## src/rtl/studio2_keypad_ctrl.sv

```systemverilog
// Studio II keypad controller: PS/2 make/break tracking per pad with a press stretch,
// CDP1802 select-port decode and active-low EF flags. Optional macro: STUDIO2_KEYPAD_CODE_EN.

module studio2_keypad_pad #(
  parameter int KEYS_PER_PAD = 10,
  parameter int HOLD_CYCLES  = 1000000
) (
  input  logic                    clk,
  input  logic                    reset,
  input  logic [KEYS_PER_PAD-1:0] mk,
  input  logic [KEYS_PER_PAD-1:0] brk,
  output logic [KEYS_PER_PAD-1:0] key_down
);
  localparam int CW = (HOLD_CYCLES > 0) ? $clog2(HOLD_CYCLES + 1) : 1;

  logic [KEYS_PER_PAD-1:0] down, st, down_nxt, st_nxt;
  logic [CW-1:0]           cnt, cnt_nxt;
  logic                    expire;

  // Expiry clears the whole pad's stretch; a make on the same edge re-arms its own key.
  always_comb begin
    expire   = (cnt == CW'(1));
    down_nxt = (down | mk) & ~brk;
    st_nxt   = (expire ? '0 : st) | ((HOLD_CYCLES > 0) ? mk : '0);
    cnt_nxt  = cnt;
    if ((HOLD_CYCLES > 0) && (|mk)) cnt_nxt = CW'(HOLD_CYCLES);
    else if (cnt != '0)             cnt_nxt = cnt - CW'(1);
  end

  always_ff @(posedge clk) begin
    if (reset) begin
      down     <= '0;
      st       <= '0;
      cnt      <= '0;
      key_down <= '0;
    end else begin
      down     <= down_nxt;
      st       <= st_nxt;
      cnt      <= cnt_nxt;
      key_down <= down_nxt | st_nxt;
    end
  end
endmodule

module studio2_keypad_ctrl #(
  parameter int NUM_PADS     = 2,
  parameter int KEYS_PER_PAD = 10,
  parameter int HOLD_CYCLES  = 1000000,
  parameter int SEL_PORT     = 2
) (
  input  logic                             clk,
  input  logic                             reset,
  input  logic [10:0]                      ps2_key,
  input  logic                             io_out,
  input  logic [2:0]                       io_n,
  input  logic [7:0]                       io_dout,
  output logic [NUM_PADS-1:0]              ef_n,
  output logic [3:0]                       key_sel,
  output logic [NUM_PADS*KEYS_PER_PAD-1:0] key_down,
  output logic [7:0]                       key_code
);
  localparam int NK = NUM_PADS * KEYS_PER_PAD;

  typedef struct packed {
    logic       hit;
    logic       pad;
    logic [3:0] digit;
  } key_map_t;

  function automatic key_map_t decode(input logic [7:0] sc);
    key_map_t m;
    m = '0;
    case (sc)
      8'h45: m = '{1'b1, 1'b0, 4'd0};
      8'h16: m = '{1'b1, 1'b0, 4'd1};
      8'h1E: m = '{1'b1, 1'b0, 4'd2};
      8'h26: m = '{1'b1, 1'b0, 4'd3};
      8'h25: m = '{1'b1, 1'b0, 4'd4};
      8'h2E: m = '{1'b1, 1'b0, 4'd5};
      8'h36: m = '{1'b1, 1'b0, 4'd6};
      8'h3D: m = '{1'b1, 1'b0, 4'd7};
      8'h3E: m = '{1'b1, 1'b0, 4'd8};
      8'h46: m = '{1'b1, 1'b0, 4'd9};
      8'h70: m = '{1'b1, 1'b1, 4'd0};
      8'h69: m = '{1'b1, 1'b1, 4'd1};
      8'h72: m = '{1'b1, 1'b1, 4'd2};
      8'h7A: m = '{1'b1, 1'b1, 4'd3};
      8'h6B: m = '{1'b1, 1'b1, 4'd4};
      8'h73: m = '{1'b1, 1'b1, 4'd5};
      8'h74: m = '{1'b1, 1'b1, 4'd6};
      8'h6C: m = '{1'b1, 1'b1, 4'd7};
      8'h75: m = '{1'b1, 1'b1, 4'd8};
      8'h7D: m = '{1'b1, 1'b1, 4'd9};
      default: m = '0;
    endcase
    return m;
  endfunction

  logic       old_toggle, ev;
  key_map_t   km;
  logic [3:0] sel_nxt;
  logic [NK-1:0] mk, brk;
  logic [NUM_PADS-1:0] match;
  logic unused_dout;

  assign unused_dout = ^io_dout[7:4];
  assign ev          = (ps2_key[10] != old_toggle) && !ps2_key[8];
  assign km          = decode(ps2_key[7:0]);
  assign sel_nxt     = (io_out && io_n == 3'(SEL_PORT)) ? io_dout[3:0] : key_sel;

  genvar p;
  generate
    for (p = 0; p < NUM_PADS; p++) begin : g_pad
      logic valid;
      logic [KEYS_PER_PAD-1:0] onehot;
      assign valid  = ev && km.hit && (km.pad == 1'(p)) && (int'(km.digit) < KEYS_PER_PAD);
      assign onehot = valid ? (KEYS_PER_PAD'(1) << km.digit) : '0;
      assign mk [p*KEYS_PER_PAD +: KEYS_PER_PAD] = ps2_key[9]  ? onehot : '0;
      assign brk[p*KEYS_PER_PAD +: KEYS_PER_PAD] = !ps2_key[9] ? onehot : '0;

      studio2_keypad_pad #(.KEYS_PER_PAD(KEYS_PER_PAD), .HOLD_CYCLES(HOLD_CYCLES)) u_pad (
        .clk     (clk),
        .reset   (reset),
        .mk      (mk [p*KEYS_PER_PAD +: KEYS_PER_PAD]),
        .brk     (brk[p*KEYS_PER_PAD +: KEYS_PER_PAD]),
        .key_down(key_down[p*KEYS_PER_PAD +: KEYS_PER_PAD])
      );

      // Selects at or above KEYS_PER_PAD have no matching key and never drive the flag low.
      always_comb begin
        match[p] = 1'b0;
        for (int k = 0; k < KEYS_PER_PAD; k++)
          if (sel_nxt == 4'(k) && key_down[p*KEYS_PER_PAD + k]) match[p] = 1'b1;
      end
    end
  endgenerate

  always_ff @(posedge clk) begin
    if (reset) begin
      old_toggle <= ps2_key[10];
      key_sel    <= '0;
      ef_n       <= '1;
    end else begin
      old_toggle <= ps2_key[10];
      key_sel    <= sel_nxt;
      ef_n       <= ~match;
    end
  end

`ifdef STUDIO2_KEYPAD_CODE_EN
  logic [7:0] code_nxt;

  always_comb begin
    code_nxt = 8'hFF;
    for (int i = NK - 1; i >= 0; i--)
      if (key_down[i]) code_nxt = {4'(i / KEYS_PER_PAD), 4'(i % KEYS_PER_PAD)};
  end

  always_ff @(posedge clk) begin
    if (reset) key_code <= 8'hFF;
    else       key_code <= code_nxt;
  end
`else
  assign key_code = 8'hFF;
`endif
endmodule

```

## config.mk

```make
export PLATFORM = sky130hd
export DESIGN_NAME = studio2_keypad_ctrl
export DESIGN_NICKNAME = d
export VERILOG_FILES = /design/src/rtl/studio2_keypad_ctrl.sv
export SDC_FILE = /design/constraint.sdc
export NUM_CORES = 1
export LEC_CHECK = 0
export BUFFER_PORTS_ARGS = -buffer_cell sky130_fd_sc_hd__buf_2
export CAP_MARGIN = 20
export CORE_ASPECT_RATIO = 0.6
export CORE_MARGIN = 2
export CORE_UTILIZATION = 37
export DETAILED_ROUTE_END_ITERATION = 6
export GPL_ROUTABILITY_DRIVEN = 0
export PLACE_DENSITY = 0.62
export SLEW_MARGIN = 20
export SYNTH_ARGS = -nofsm -noshare
export SYNTH_HDL_FRONTEND = slang
export SYNTH_HIERARCHICAL = 1
export SYNTH_SLANG_ARGS = --single-unit
```

## constraint.sdc

```tcl
create_clock -name clk -period 2.9 [get_ports clk]
set_input_delay 0 -clock clk [delete_from_list [all_inputs] [get_ports clk]]
set_output_delay 0 -clock clk [all_outputs]
set_load 0.01 [all_outputs]
```

After elaboration in Yosys (flattened, before gate mapping)
Cells that the tools add are included.
{"block": "classes", "add_sub_neg": 2, "magnitude_cmp": 1, "n_eq_ne": 33, "shift": 1, "muxes": 34, "bitwise": 12, "n_reduce_logical": 37}
{"cell": "$pmux 6 s20", "count": 1}
{"cell": "$eq 8x7->1 const B", "count": 12}
{"cell": "$mux 10", "count": 8}
{"cell": "$mux 20", "count": 4}
{"cell": "$or 10x10->10", "count": 6}
{"cell": "$eq 8x6->1 const B", "count": 6}
{"cell": "$eq 20x1->1 const B", "count": 2}
{"cell": "$reduce_bool 20->1", "count": 2}
{"cell": "$sub 20x1->20 const B", "count": 2}
{"cell": "$logic_and 1x1->1", "count": 27}
{"cell": "$reduce_or 11->1", "count": 2}
{"cell": "$and 10x10->10", "count": 2}
{"cell": "$mux 1", "count": 20}
{"cell": "$not 10->10", "count": 2}
{"cell": "$reduce_or 10->1", "count": 2}
{"cell": "$eq 4x3->1 const B", "count": 4}
{"cell": "$eq 8x5->1 const B", "count": 2}
{"cell": "$shl 1x4->10 const A", "count": 1}
{"cell": "$eq 4x2->1 const B", "count": 2}
{"cell": "$eq 4x4->1 const B", "count": 2}
{"cell": "$eq 4x1->1 const B", "count": 1}
{"cell": "$logic_not 4->1", "count": 1}
{"cell": "$lt 4x4->1 const B", "count": 1}
{"cell": "$mux 4", "count": 1}
{"cell": "6 further kinds", "count": 7}
{"block": "word_totals", "register_bits": 107, "out_inout_bits": 34, "elab_cells": 133}

Longest topological paths before layout
Gate-level depths: netlist (run 1).
{"block": "logic_depth", "word_depth": 16, "depth_mapped": 13, "mapped_depth_nobuf": 9}

Hierarchy
The synthesis (run 1) kept the hierarchy.
{"module": "studio2_keypad_pad", "instances": 2, "cells_each": 242, "area_each_um2": 2144.6}
{"module": "studio2_keypad_ctrl", "instances": 1, "cells_each": 220, "area_each_um2": 1491.4}

Least setup slack after synthesis (run 1)
Ideal clock, no wire load.
{"block": "synth_timing", "path_kind": "input to register", "from": "input port ps2_key[6]", "to": "register g_pad[0].u_pad.cnt[0]", "arrival_time_ns": 2.158, "path_slack_ns": 0.614, "stages": 12, "n_path_buf": 3, "cell_sequence": "buf_2 > nor3b_1 > o211ai_1 > a21oi_1 > o211ai_2 > nor3_1 > nor4_1 > and3_2 > buf_4 > nand2b_1 > clkbuf_1 > nor3_1"}
{"block": "synth_via", "elab_chain_len": 8}
{"element": "start: declaration", "line_no": "53", "rtl": "input logic [10:0] ps2_key,"}
{"element": "$eq 8x7->1 (tied with other cells)", "line_no": "73", "rtl": "case (sc)"}
{"element": "$pmux 6 s20 (*)", "line_no": "73"}
{"element": "branches (longest 3 deep; another with $lt 4x4->1)"}
{"element": "$mux 10 (*)", "line_no": "117", "rtl": "assign onehot = valid ? (KEYS_PER_PAD'(1) << km.digit) : '0;"}
{"element": "$mux 10 (*)", "line_no": "118", "rtl": "assign mk [p*KEYS_PER_PAD +: KEYS_PER_PAD] = ps2_key[9] ? onehot : '0;"}
{"element": "via mk[1]", "line_no": "102", "rtl": "logic [NK-1:0] mk, brk;"}
{"element": "$reduce_or 11->1 (no line) (*)"}
{"element": "end signal: assignment", "line_no": "39", "rtl": "cnt <= cnt_nxt;"}
{"element": "end: declaration", "line_no": "17", "rtl": "logic [CW-1:0] cnt, cnt_nxt;"}
Mark *: on every way through the listed nets, which the timed path passes.
A chain may end at the register's enable or synchronous reset.

Final worst setup path (run 1)
{"block": "layout_timing", "from": "input port ps2_key[0]", "to": "register g_pad[0].u_pad.cnt[5]"}
Same word-level chain as after synthesis.

==> metrics.log, run 1 <==
[metrics] outcome: finished clean
[metrics] setup repair after global routing missed its margin: no
[metrics] Starting Density: between 30 and 40%
[metrics] Avg Synthesized Cell Area: between 8 and 9 um^2
[metrics] number of global-route vias before repair: between 4000 and 5000
[metrics] Cells after DPL: ~930
[metrics] Slowest-stage cell, CP: and4b_1
[metrics] Max Root-Sink Buffers: 2
[metrics] number of buffers inserted by post-CTS setup repair: 0
[metrics] async set-reset flop share out of synthesis: 0%
[metrics] ANT cells: 0
[metrics] Final Setup Violations: 0
[metrics] number of register bits inferred by synthesis: roughly 110
[metrics] via count: roughly 5200
[metrics] violation count after the first detailed-route iteration: between 500 and 600
[metrics] total power density per cell area: 922 nW/um^2
[metrics] commonest cells after routing, fill and taps aside: dfxtp_1 (107), nor2_1 (71), a21oi_1 (49)
[metrics] floorplan die height: around 100 um
[metrics] leading cell type in the layout, fill and taps excluded: dfxtp_1
[metrics] type of destination of the critical path: flop
[metrics] floorplan die area: 16700 um^2
[metrics] first-pass GRT wire length: 23.7 mm
[metrics] CP top delay family: simple AND/OR/NAND/NOR gates
[metrics] clock input transition at the sequential cells of the worst setup and hold paths: about 0.070 ns
[metrics] standard-cell rows: 35
[metrics] maximum single-stage delay on the critical path: ~0.52 ns
[metrics] CP Launch Type: input pin
[metrics] Slew Limit Fails: 0
[metrics] Chip Width: about 170 um
[metrics] share of synthesized area occupied by flip-flops and latches: between 30% and 40%
[metrics] Max-slew headroom: between 50 and 60%
[metrics] Final Hold Fails: 0
[metrics] area growth from synthesis to layout: 10.4%
[metrics] maximum number of pins on one net before global-route repair: 40
[metrics] Setup TNS Final: 0 ns
[metrics] Highest Clock Rate: 417 MHz
[metrics] Slew @ Worst Pin: roughly 0.70 ns
[metrics] data arrival at the endpoint of the critical path: between 2 and 3 ns
[metrics] count of yosys warnings during synthesis: 6
[metrics] min-delay worst type: input pin to flop
[metrics] Layout Cells excl Fill: 946
[metrics] initial antenna violation count: 0
[metrics] count of H-tree levels built during CTS: 3
[metrics] number of design rule violations left after detail routing: 0
[metrics] final total power: a little under 6 mW
[metrics] clock skew: between 0.01 and 0.015 ns
[metrics] Final min period: ~2.4 ns
[metrics] IR Drop Worst-Case VDD: about 0.00073 V
[metrics] main flop type after synthesis: dfxtp_1
[metrics] cell at the root of the clock tree: clkbuf_16
[metrics] gr usage total: around 18%
[metrics] maximum fanout along the worst path: 17
[metrics] number of buffers created by CTS: 9
[metrics] ANT nets after route: 0
[metrics] fraction of layout instances using a drive strength above 1: between 10% and 20%
[metrics] number of violations of the max-capacitance limit: 0
[metrics] LEAKAGE: around 2.3 nW
[metrics] data required time of the worst path: roughly 3.2 ns
[metrics] I/O pin count: 59
[metrics] share of the clock period used by the worst path after layout: 82.8%
[metrics] worst setup path category: input pin to flop
[metrics] DP HPWL: ~10 mm
[metrics] total overflow reported by the global router: 0
[metrics] iteration count of the initial detailed-routing pass: 6
[metrics] detailed-route wire length per cell: 15.4 um
[metrics] clock tree from TritonCTS: built
[metrics] worst skew pair latency: between 0.3 and 0.4 ns
[metrics] cell-by-cell listing of the critical path: buf_2 -> nor2b_1 -> and3_1 -> a211o_1 -> o211ai_2 -> nor3_1 -> nor4_1 -> and4b_1 -> nand2b_1 -> mux2i_1
[metrics] CTS Sinks: 107
[metrics] core box area: about 15000 um^2
[metrics] count of buffering cells on the critical path with inverters included: 1
[metrics] routed vias/inst: 5.45
[metrics] Routed Wire Length: around 15 mm
[metrics] Post-Synthesis Cells: 704
[metrics] IO buf count: 46
[metrics] Post-synth EDFFs: 0
[metrics] Nets: about 770
[metrics] Post-Synthesis Cell Area: 5780 um^2
[metrics] number of distinct library cell variants in the gate-level netlist after synthesis: 73
-- final timing paths --
kind,startpoint,end,slack [ns],cells past startpoint
setup / recovery,ps2_key[0],g_pad[0].u_pad/cnt[5],0.50,10
hold / removal,io_dout[1],key_sel[1],0.05,3
setup reg to reg,old_toggle,g_pad[0].u_pad/cnt[5],0.65,9
hold reg to reg,g_pad[1].u_pad/cnt[15],g_pad[1].u_pad/cnt[15],0.47,2
-- state kept, by name, indices dropped and copies added, names as in the netlist --
register	cells
g_pad.u_pad/cnt	40
g_pad.u_pad/down	20
key_sel	4
g_pad.u_pad/key_down	20
ef_n	2
g_pad.u_pad/st	20
old_toggle	1
-- worst reg2reg max path: cells and delay by family (launching register included) --
| family | cells | cell delay (ns) |
|---|---|---|
| buffers and inverters | 1 | 0.15 |
| multiplexers | 1 | 0.13 |
| flip-flops | 1 | 0.31 |
| AND/OR/NAND/NOR | 6 | 1.40 |
| XOR/XNOR | 1 | 0.19 |
-- cell families (layout without fill, tap and decap cells) --
group,after synthesis,after routing,share of synthesized area [%]
adders and majority gates,4,4,0.866
and+or+nand+nor,314,314,30.7
xor gates and xnor gates,4,4,0.606
other,1,8,0.0649
DFF,107,107,37.1
buffers and inverters,74,106,6.95
AOI/OAI and AO/OA,177,177,19.6
muxes,23,23,4.18
-- synthesized netlist by cell type, drive strengths merged, types with 3 or more instances --
cell | n | area (um^2)
nand4 | 14 | 87.6
nand2b | 41 | 257
nand4b | 3 | 26.3
nand3b | 6 | 45.0
and4b | 3 | 30.0
a21oi | 49 | 245
o21ai | 38 | 190
nand3 | 10 | 50.1
inv | 29 | 109
clkbuf | 16 | 120
o211ai | 3 | 32.5
xor2 | 3 | 26.3
nor2b | 9 | 56.3
or2 | 6 | 37.5
o31ai | 11 | 82.6
and4 | 5 | 43.8
or3 | 9 | 58.8
nor2 | 73 | 279
ha | 4 | 50.1
dfxtp | 107 | 2140
nor3 | 46 | 245
or4 | 14 | 108
buf | 29 | 173
a31oi | 33 | 206
a211oi | 4 | 35.0
a31o | 3 | 26.3
a21o | 7 | 52.6
nand2 | 36 | 135
mux2 | 6 | 67.6
nor4 | 13 | 111
a211o | 5 | 43.8
and3 | 6 | 45.0
mux2i | 17 | 174
nor3b | 12 | 90.1
o21a | 5 | 37.5
-- routing by layer --
| metal | GRT usage, % | part of all wire [%] | vias up | wire, um |
|---|---|---|---|---|
| met5 | 0 | 0 | - | 0 |
| li1 | - | - | 2617 | - |
| met4 | 4.05 | 0.71 | 0 | 103 |
| met3 | 3.58 | 5.0 | 8 | 728 |
| met1 | 28.0 | 53 | 2425 | 7770 |
| met2 | 25.0 | 41 | 105 | 5950 |
-- where the power goes --
group	switching [mW]	internal [mW]	total, mW	leakage, nW
clock	0.566	0.587	1.15	0.126
sequential	0.308	1.72	2.02	0.868
combinational	1.71	1.00	2.71	1.30
total	2.58	3.30	5.88	2.29
-- cell type report --
class	count	area [um^2]
Tap cell	203	254
Inverter	29	109
Sequential cell	107	2140
Clock inverter	5	37.5
Timing Repair Buffer	61	345
Fill cell	1569	8940
Clock buffer	11	233
Multi-Input combinational cell	530	3260
-- through the flow --
stage	area, um^2	worst slack [ns]	hold WS [ns]	util (%)
after global routing	6380	0.209	0.0978	41.6
after global placement	6100	0.214	0.138	39.8
final	6380	0.499	0.0454	41.6
after CTS	6380	0.568	0.0306	41.6
after detailed placement	6100	0.199	0.137	39.8
after floorplan	5810	0.614	0.0277	-
-- what timing repair did --
action                                 CTS  global route
hold buffers                             1             0
endpoints found under the hold margin    1             0
gates resized for setup                  0             0
No activity file was read; power rests on OpenSTA's default activity.
==> run 2, diff against run 1 <==
- ABC_AREA: default -> 1
- clock period: 2.9 -> 2.4 ns (I/O delays scaled with it)
==> run 2 against run 1 <==
Against the previous run:
- critical path depth grew 4
- die area shrank 1.3%
- first-iteration DRC count shrank 1.4%
- non-clock buffer count grew 24
- combinational power grew 17%
- sequential cell count is the same
- via count grew 3.3%
- clock skew shrank 0.0046 ns
- synthesized area shrank 1.3%
- clock-buffer cell count shrank 1
- highest routed layer unchanged
- largest cell class unchanged
==> metrics.log, run 2 <==
[metrics] worst slack at placement: 0.0893 ns (was 0.199 ns)
[metrics] leading cell type in the layout, fill and taps excluded: nor2_1 (was dfxtp_1)
[metrics] Cells after DPL: 1095 (was 929)
[metrics] share of synthesized area occupied by flip-flops and latches: 37.6% (was 37.1%)
[metrics] core box area: 15200 um^2 (was 15300 um^2)
[metrics] min-delay worst type: input pin to flop (unchanged)
[metrics] Highest Clock Rate: 458 MHz
[metrics] maximum fanout along the worst path: 8 (was 17)
[metrics] final design utilization: 43.9% (was 41.6%)
[metrics] number of global-route vias before repair: 4673 (was 4479)
[metrics] final total power: 6.91 mW (was 5.88 mW)
[metrics] Layout Cells excl Fill: 1113 (was 946)
[metrics] share of the clock period used by the worst path after layout: about nine tenths
[metrics] area growth from synthesis to layout: 16.8% (was 10.4%)
[metrics] R2R cell count: 14 (was 9)
[metrics] Post-Synthesis Cells: 828 (was 704)
[metrics] total power density per cell area: 1040 nW/um^2 (was 922 nW/um^2)
[metrics] Setup TNS Final: 0 ns (unchanged)
[metrics] standard-cell rows: 35 (unchanged)
[metrics] clock input transition at the sequential cells of the worst setup and hold paths: 0.08 ns (was 0.07 ns)
[metrics] Nets: 934 (was 767)
[metrics] hold bufs inserted after CTS: 2 (was 1)
[metrics] Starting Density: 37.5% (was 37.7%)
[metrics] end of the worst register-to-register path: g_pad[0].u_pad/cnt[1] (was g_pad[0].u_pad/cnt[5])
[metrics] setup repair after global routing missed its margin: no (unchanged)
[metrics] total overflow reported by the global router: 0 (unchanged)
[metrics] internal reg-to-reg setup slack: 0.22 ns (was 0.65 ns)
[metrics] data required time of the worst path: 2.65 ns (was 3.17 ns)
[metrics] floorplan die height: 100 um (was 101 um)
[metrics] I/O pin count: 59 (unchanged)
[metrics] first-pass GRT wire length: 23.0 mm (was 23.7 mm)
[metrics] Avg Synthesized Cell Area: 6.89 um^2 (was 8.21 um^2)
[metrics] main flop type after synthesis: dfxtp_1 (unchanged)
[metrics] Final Setup Violations: 0 (unchanged)
[metrics] iteration count of the initial detailed-routing pass: 5 (was 6)
[metrics] Routed Wire Length: 13.9 mm (was 14.6 mm)
[metrics] detailed-route wire length per cell: 12.5 um (was 15.4 um)
[metrics] most instantiated library cell after synthesis: nor2_1 (was dfxtp_1)
[metrics] worst skew pair latency: 0.35 ns (about the same)
[metrics] Chip Width: 164 um (was 165 um)
[metrics] maximum number of pins on one net before global-route repair: 37 (was 40)
[metrics] type of destination of the critical path: flop (unchanged)
[metrics] commonest cells after routing, fill and taps aside: nor2_1 (167), nand2_1 (161), dfxtp_1 (107) (was dfxtp_1 (107), nor2_1 (71), a21oi_1 (49))
[metrics] Max Root-Sink Buffers: 2 (unchanged)
[metrics] clock skew: 0.00822 ns (was 0.0128 ns)
[metrics] fraction of post-synthesis cell area in the top cell type by area: 37.6% (was 37.1%)
[metrics] R2R Path Start: old_toggle (unchanged)
[metrics] worst setup path category: flop to flop (was input pin to flop)
[metrics] data arrival at the endpoint of the critical path: 2.43 ns (was 2.67 ns)
[metrics] register with the most flip-flops: g_pad.u_pad/cnt (unchanged)
[metrics] routed vias/inst: 4.79 (was 5.45)
[metrics] IO buf count: 46 (unchanged)
[metrics] largest family of logic cells by synthesized area: simple AND/OR/NAND/NOR gates (unchanged)
[metrics] Slew Limit Fails: 0 (unchanged)
[metrics] Worst Hold Endpoint: key_sel[2] (was key_sel[1])
[metrics] multiplexer share of the synthesized area: 0% (was 4.18%)
[metrics] via count: 5327 (was 5155)
[metrics] gr usage total: 17.5% (was 17.9%)
[metrics] area occupied by registers: 2140 um^2 (unchanged)
[metrics] DP HPWL: 10.8 mm (was 10.4 mm)
[metrics] list of most frequent post-synthesis cells: nor2_1 (167), nand2_1 (161), dfxtp_1 (107), inv_1 (79), nand3_1 (71) (was dfxtp_1 (107), nor2_1 (71), a21oi_1 (49), nor3_1 (43), nand2b_1 (41))
[metrics] multi-input logic area: 3110 um^2 (was 3260 um^2)
[metrics] count of H-tree levels built during CTS: 3 (unchanged)
[metrics] cell at the root of the clock tree: clkbuf_16 (unchanged)
[metrics] floorplan die area: 16500 um^2 (was 16700 um^2)
[metrics] xor/xnor cell area share of the yosys netlist: 0.307% (was 0.606%)
[metrics] initial antenna violation count: 0 (unchanged)
[metrics] Largest register FFs: 40 (unchanged)
[metrics] post-synthesis share of cell area spent on full adders, half adders and majority gates: 0.878% (was 0.866%)
[metrics] Post-Synthesis Cell Area: 5700 um^2 (was 5780 um^2)
[metrics] number of buffers inserted by post-CTS setup repair: 0 (unchanged)
[metrics] CP Launch Type: flop (was input pin)
[metrics] count of cells resized by post-cts repair: 0 (unchanged)
[metrics] Min-Delay Startpoint: io_dout[2] (was io_dout[1])
[metrics] ANT cells: 0 (unchanged)
[metrics] post-synthesis cell type with the largest combined area: dfxtp_1 (unchanged)
[metrics] fraction of the mapped netlist area in compound gates: 11.4% (was 19.6%)
[metrics] async set-reset flop share out of synthesis: 0% (unchanged)
[metrics] Post-synth EDFFs: 0 (unchanged)
[metrics] Final min period: roughly 2.2 ns
[metrics] LEAKAGE: 3.19 nW (was 2.29 nW)
[metrics] violation count after the first detailed-route iteration: 499 (was 506)
[metrics] count of yosys warnings during synthesis: 6 (unchanged)
[metrics] clock tree from TritonCTS: built (unchanged)
[metrics] fraction of layout instances using a drive strength above 1: 20.7% (was 14.7%)
[metrics] IR Drop Worst-Case VDD: 0.000463 V (was 0.000728 V)
[metrics] outcome: finished clean (unchanged)
[metrics] simple-gate area share of the yosys netlist: 41.4% (was 30.7%)
[metrics] number of design rule violations left after detail routing: 0 (unchanged)
[metrics] number of register bits inferred by synthesis: 107 (unchanged)
[metrics] ANT nets after route: 0 (unchanged)
[metrics] number of buffers created by CTS: 9 (unchanged)
[metrics] filler instances: 1560 (was 1569)
[metrics] biggest area contributors in the synthesized netlist: dfxtp_1 (38%), nor2_1 (11%), nand2_1 (11%) (was dfxtp_1 (37%), nor2_1 (4.6%), nand2b_1 (4.4%))
[metrics] Max-slew headroom: 66.8% (was 53.0%)
[metrics] Final Hold Fails: 0 (unchanged)
[metrics] number of violations of the max-capacitance limit: 0 (unchanged)
[metrics] CTS Sinks: 107 (unchanged)
[metrics] final critical-path setup slack: 0.217 ns (was 0.499 ns)
[metrics] Slew @ Worst Pin: 0.495 ns (was 0.700 ns)
[metrics] hold depth: 4 (was 3)
[metrics] number of distinct library cell variants in the gate-level netlist after synthesis: 34 (was 73)
-- run 2: final cells by class --
type	count	area share, %
Clock buffer	10	3.44
Multi-Input combinational cell	615	46.7
Inverter	87	4.94
Timing Repair Buffer	85	8.11
Sequential cell	107	32.1
Clock inverter	6	0.882
Tap cell	203	3.81
-- run 2: how the worst max path moves through the flow --
stage,startpoint,to,slack [ns],cells after the start
2_1_floorplan,old_toggle,g_pad[0].u_pad/cnt[12],0.40,11
3_3_place_gp,ps2_key[2],g_pad[0].u_pad/cnt[1],0.14,17
3_5_place_dp,ps2_key[7],g_pad[0].u_pad/cnt[1],0.09,19
4_1_cts,old_toggle,g_pad[0].u_pad/cnt[1],0.24,14
5_1_grt,old_toggle,g_pad[0].u_pad/cnt[1],0.06,14
6_report,old_toggle,g_pad[0].u_pad/cnt[1],0.22,14
-- run 2: routing by layer --
layer | up-vias | part of all wire [%] | track usage [%]
met3 | 19 | 6.9 | 4.26
met2 | 177 | 36 | 22.2
met5 | - | 0 | 0
li1 | 2806 | - | -
met1 | 2325 | 56 | 28.4
met4 | 0 | 1.4 | 4.45
-- run 2: power by group --
group	switching, mW	internal (mW)
combinational	2.10	1.06
sequential	0.252	2.07
clock	0.708	0.727
total	3.06	3.86
-- run 2: logic make-up (layout without fill, tap and decap cells) --
group	count (synthesis)	count (layout)
AOI/OAI and AO/OA	101	101
adders and majority gates	4	4
DFF	107	107
buffers and inverters	113	188
xor gates and xnor gates	2	2
and+or+nand+nor	500	500
other	1	8
-- run 2: stage by stage --
stage,hold slack (ns),instance area [um^2]
after global routing,0.0624,6660
after global placement,0.135,6360
final,0.0153,6660
after detailed placement,0.137,6360
after floorplan,0.0277,5730
after CTS,0.00530,6660
-- run 2: worst max-delay path, stage by stage, from the launching register on --
cell and delay, ns:
dfxtp_1 0.33, nor2_1 0.05, nor3b_1 0.19, inv_1 0.13, nor2_2 0.14, nand2_2 0.12, inv_4 0.14, nand2_2 0.08
nor2_1 0.15, nor2_1 0.07, nand3_1 0.14, nand3b_1 0.23, inv_1 0.15, o21ai_0 0.11, a21oi_1 0.05
==> run 3, diff against run 2 <==
- RECOVER_POWER: default -> 50
==> run 3 against run 2 <==
Against the previous run:
- the run now ends with max-capacitance violations, max-slew violations left
- via count is 0.28% lower
- power about the same
- first-iteration DRC count grew 1.0%
- utilization decreased by 0.40 points
- non-clock buffer count did not move
- register-to-register slack improved by 0.03 ns
- maximum frequency up 1.5%
- sequential cell count unchanged
- clock-buffer cell count unchanged
- highest routed layer unchanged
==> metrics.log, run 3 (synthesis gave the netlist of run 2 again) <==
[metrics] DP HPWL: 10.8 mm (unchanged)
[metrics] count of H-tree levels built during CTS: 3 (unchanged)
[metrics] share of the clock period used by the worst path after layout: 89.6% (was 90.9%)
[metrics] Switching Fraction: 44.2% (about the same)
[metrics] routed vias/inst: 4.77 (was 4.79)
[metrics] worst setup path category: flop to flop (unchanged)
[metrics] LEAKAGE: 3.04 nW (was 3.19 nW)
[metrics] floorplan die height: 100 um (unchanged)
[metrics] Cells after DPL: 1095 (unchanged)
[metrics] R2R Path Start: old_toggle (unchanged)
[metrics] ANT nets after route: 0 (unchanged)
[metrics] Worst Hold Endpoint: key_sel[2] (unchanged)
[metrics] end of the worst register-to-register path: g_pad[0].u_pad/cnt[1] (unchanged)
[metrics] number of design rule violations left after detail routing: 0 (unchanged)
[metrics] data arrival at the endpoint of the critical path: 2.40 ns (was 2.43 ns)
[metrics] total power density per cell area: 1050 nW/um^2 (was 1040 nW/um^2)
[metrics] commonest cells after routing, fill and taps aside: nor2_1 (167), nand2_1 (161), dfxtp_1 (107) (unchanged)
[metrics] internal reg-to-reg setup slack: 0.25 ns (was 0.22 ns)
[metrics] number of global-route vias before repair: 4673 (unchanged)
[metrics] net switching power of the design: 3.06 mW (about the same)
[metrics] Slew Limit Fails: 37 (was 0)
[metrics] Max-slew headroom: -2.23% (was 66.8%)
[metrics] first-pass GRT wire length: 23.0 mm (unchanged)
[metrics] fraction of layout instances using a drive strength above 1: 16.8% (was 20.7%)
[metrics] Starting Density: 37.5% (unchanged)
[metrics] initial antenna violation count: 0 (unchanged)
[metrics] Final min period: 2.15 ns (was 2.18 ns)
[metrics] clock skew: 0.00866 ns (was 0.00822 ns)
[metrics] min-delay worst type: input pin to flop (unchanged)
[metrics] gr usage total: 17.5% (unchanged)
[metrics] Slew @ Worst Pin: 1.53 ns (was 0.495 ns)
[metrics] worst skew pair latency: 0.35 ns (about the same)
[metrics] IO buf count: 46 (unchanged)
[metrics] Max Root-Sink Buffers: 2 (unchanged)
[metrics] register with the most flip-flops: g_pad.u_pad/cnt (unchanged)
[metrics] Min-Delay Startpoint: io_dout[2] (unchanged)
[metrics] R2R cell count: 14 (unchanged)
[metrics] violation count after the first detailed-route iteration: 504 (was 499)
[metrics] worst hold slack: 0.0123 ns (was 0.0153 ns)
[metrics] IR Drop Worst-Case VDD: 0.000460 V (was 0.000463 V)
[metrics] total overflow reported by the global router: 0 (unchanged)
[metrics] detailed-route wire length per cell: 12.5 um (about the same)
[metrics] Routed Wire Length: 14.0 mm (was 13.9 mm)
[metrics] maximum number of pins on one net before global-route repair: 37 (unchanged)
[metrics] clock share of power: 20.8% (about the same)
[metrics] floorplan die area: 16500 um^2 (unchanged)
[metrics] core box area: 15200 um^2 (unchanged)
[metrics] maximum fanout along the worst path: 8 (unchanged)
[metrics] Chip Width: 164 um (unchanged)
[metrics] data required time of the worst path: 2.65 ns (about the same)
[metrics] clock input transition at the sequential cells of the worst setup and hold paths: 0.08 ns (about the same)
[metrics] number of buffers created by CTS: 9 (unchanged)
[metrics] leading cell type in the layout, fill and taps excluded: nor2_1 (unchanged)
[metrics] cell at the root of the clock tree: clkbuf_16 (unchanged)
[metrics] Largest register FFs: 40 (unchanged)
[metrics] hold depth: 4 (unchanged)
[metrics] Final Setup Violations: 0 (unchanged)
[metrics] Final Hold Fails: 0 (unchanged)
[metrics] clock tree from TritonCTS: built (unchanged)
[metrics] standard-cell rows: 35 (unchanged)
[metrics] via count: 5312 (was 5327)
[metrics] Setup TNS Final: 0 ns (unchanged)
[metrics] outcome: complete, but fails checks (was finished clean)
[metrics] setup repair after global routing missed its margin: no (unchanged)
[metrics] violations in the final reports: max-capacitance violations, max-slew violations
[metrics] sequential power share: 33.5% (was 33.6%)
[metrics] Layout Cells excl Fill: 1113 (unchanged)
[metrics] CP Launch Type: flop (unchanged)
[metrics] CTS Sinks: 107 (unchanged)
[metrics] type of destination of the critical path: flop (unchanged)
[metrics] number of violations of the max-capacitance limit: 1 (was 0)
[metrics] proportion of power drawn by combinational gates: 45.7% (about the same)
[metrics] I/O pin count: 59 (unchanged)
[metrics] iteration count of the initial detailed-routing pass: 5 (unchanged)
[metrics] area growth from synthesis to layout: 15.8% (was 16.8%)
[metrics] ANT cells: 0 (unchanged)
[metrics] Highest Clock Rate: 465 MHz (was 458 MHz)
[metrics] Nets: 934 (unchanged)
[metrics] internal power summed over all cells: 3.86 mW (about the same)
[run 3: how the worst max path moves through the flow]
stage / slack [ns] / endpoint / startpoint / cells past startpoint
floorplan: 0.40 / g_pad[0].u_pad/cnt[12] / old_toggle / 11
global placement: 0.14 / g_pad[0].u_pad/cnt[1] / ps2_key[2] / 17
detailed placement: 0.09 / g_pad[0].u_pad/cnt[1] / ps2_key[7] / 19
CTS: 0.24 / g_pad[0].u_pad/cnt[1] / old_toggle / 14
global route: 0.06 / g_pad[0].u_pad/cnt[1] / old_toggle / 14
finish: 0.25 / g_pad[0].u_pad/cnt[1] / old_toggle / 14
[run 3: power by group through the flow]
stage	Combinational (mW)	Sequential (mW)	Clock, mW
after global placement	3.08	2.35	0
after CTS	3.12	2.32	1.48
after detailed placement	3.10	2.35	0
final	3.16	2.32	1.44
after global routing	3.58	2.36	1.54
after floorplan	2.52	2.30	0
[run 3: what timing repair did]
item                      in CTS  in global routing
buffers inserted               0                  0
hold endpoints to repair       2                  0
hold buffers                   2                  0
gates resized for setup        0                  0
[run 3: metrics by stage]
step / worst slack (ns) / total power, mW / cell area (um^2) / utilization (%)
after floorplan: 0.404 / 4.81 / 5730 / -
after global placement: 0.135 / 5.43 / 6360 / 41.8
after detailed placement: 0.0893 / 5.45 / 6360 / 41.8
after CTS: 0.236 / 6.92 / 6660 / 43.9
after global routing: 0.0613 / 7.49 / 6600 / 43.5
final: 0.250 / 6.91 / 6600 / 43.5
[run 3: final cells by class]
class	count	area, um^2
clock buffer	10	229
clock inverter	6	58.8
tap	203	254
fill	1590	8590
multi-input combinational	615	3110
timing repair buffer	85	479
inverter	87	329
sequential	107	2140
[run 3: routing by layer]
metal | routed length (um) | GRT usage [%] | up-vias
li1 | - | - | 2807
met1 | 7830 | 28.4 | 2350
met2 | 5040 | 22.2 | 137
met3 | 887 | 4.26 | 18
met4 | 200 | 4.45 | 0
met5 | 0 | 0 | -
[run 3: critical path: stages, from the launching register on]
cell      delay (ns)
dfxtp_1         0.33
nor2_1          0.05
nor3b_1         0.18
inv_1           0.12
nor2_2          0.13
nand2_2         0.11
inv_4           0.14
nand2_2         0.08
nor2_1          0.15
nor2_1          0.07
nand3_1         0.14
nand3b_1        0.22
inv_1           0.15
o21ai_0         0.11
a21oi_1         0.05
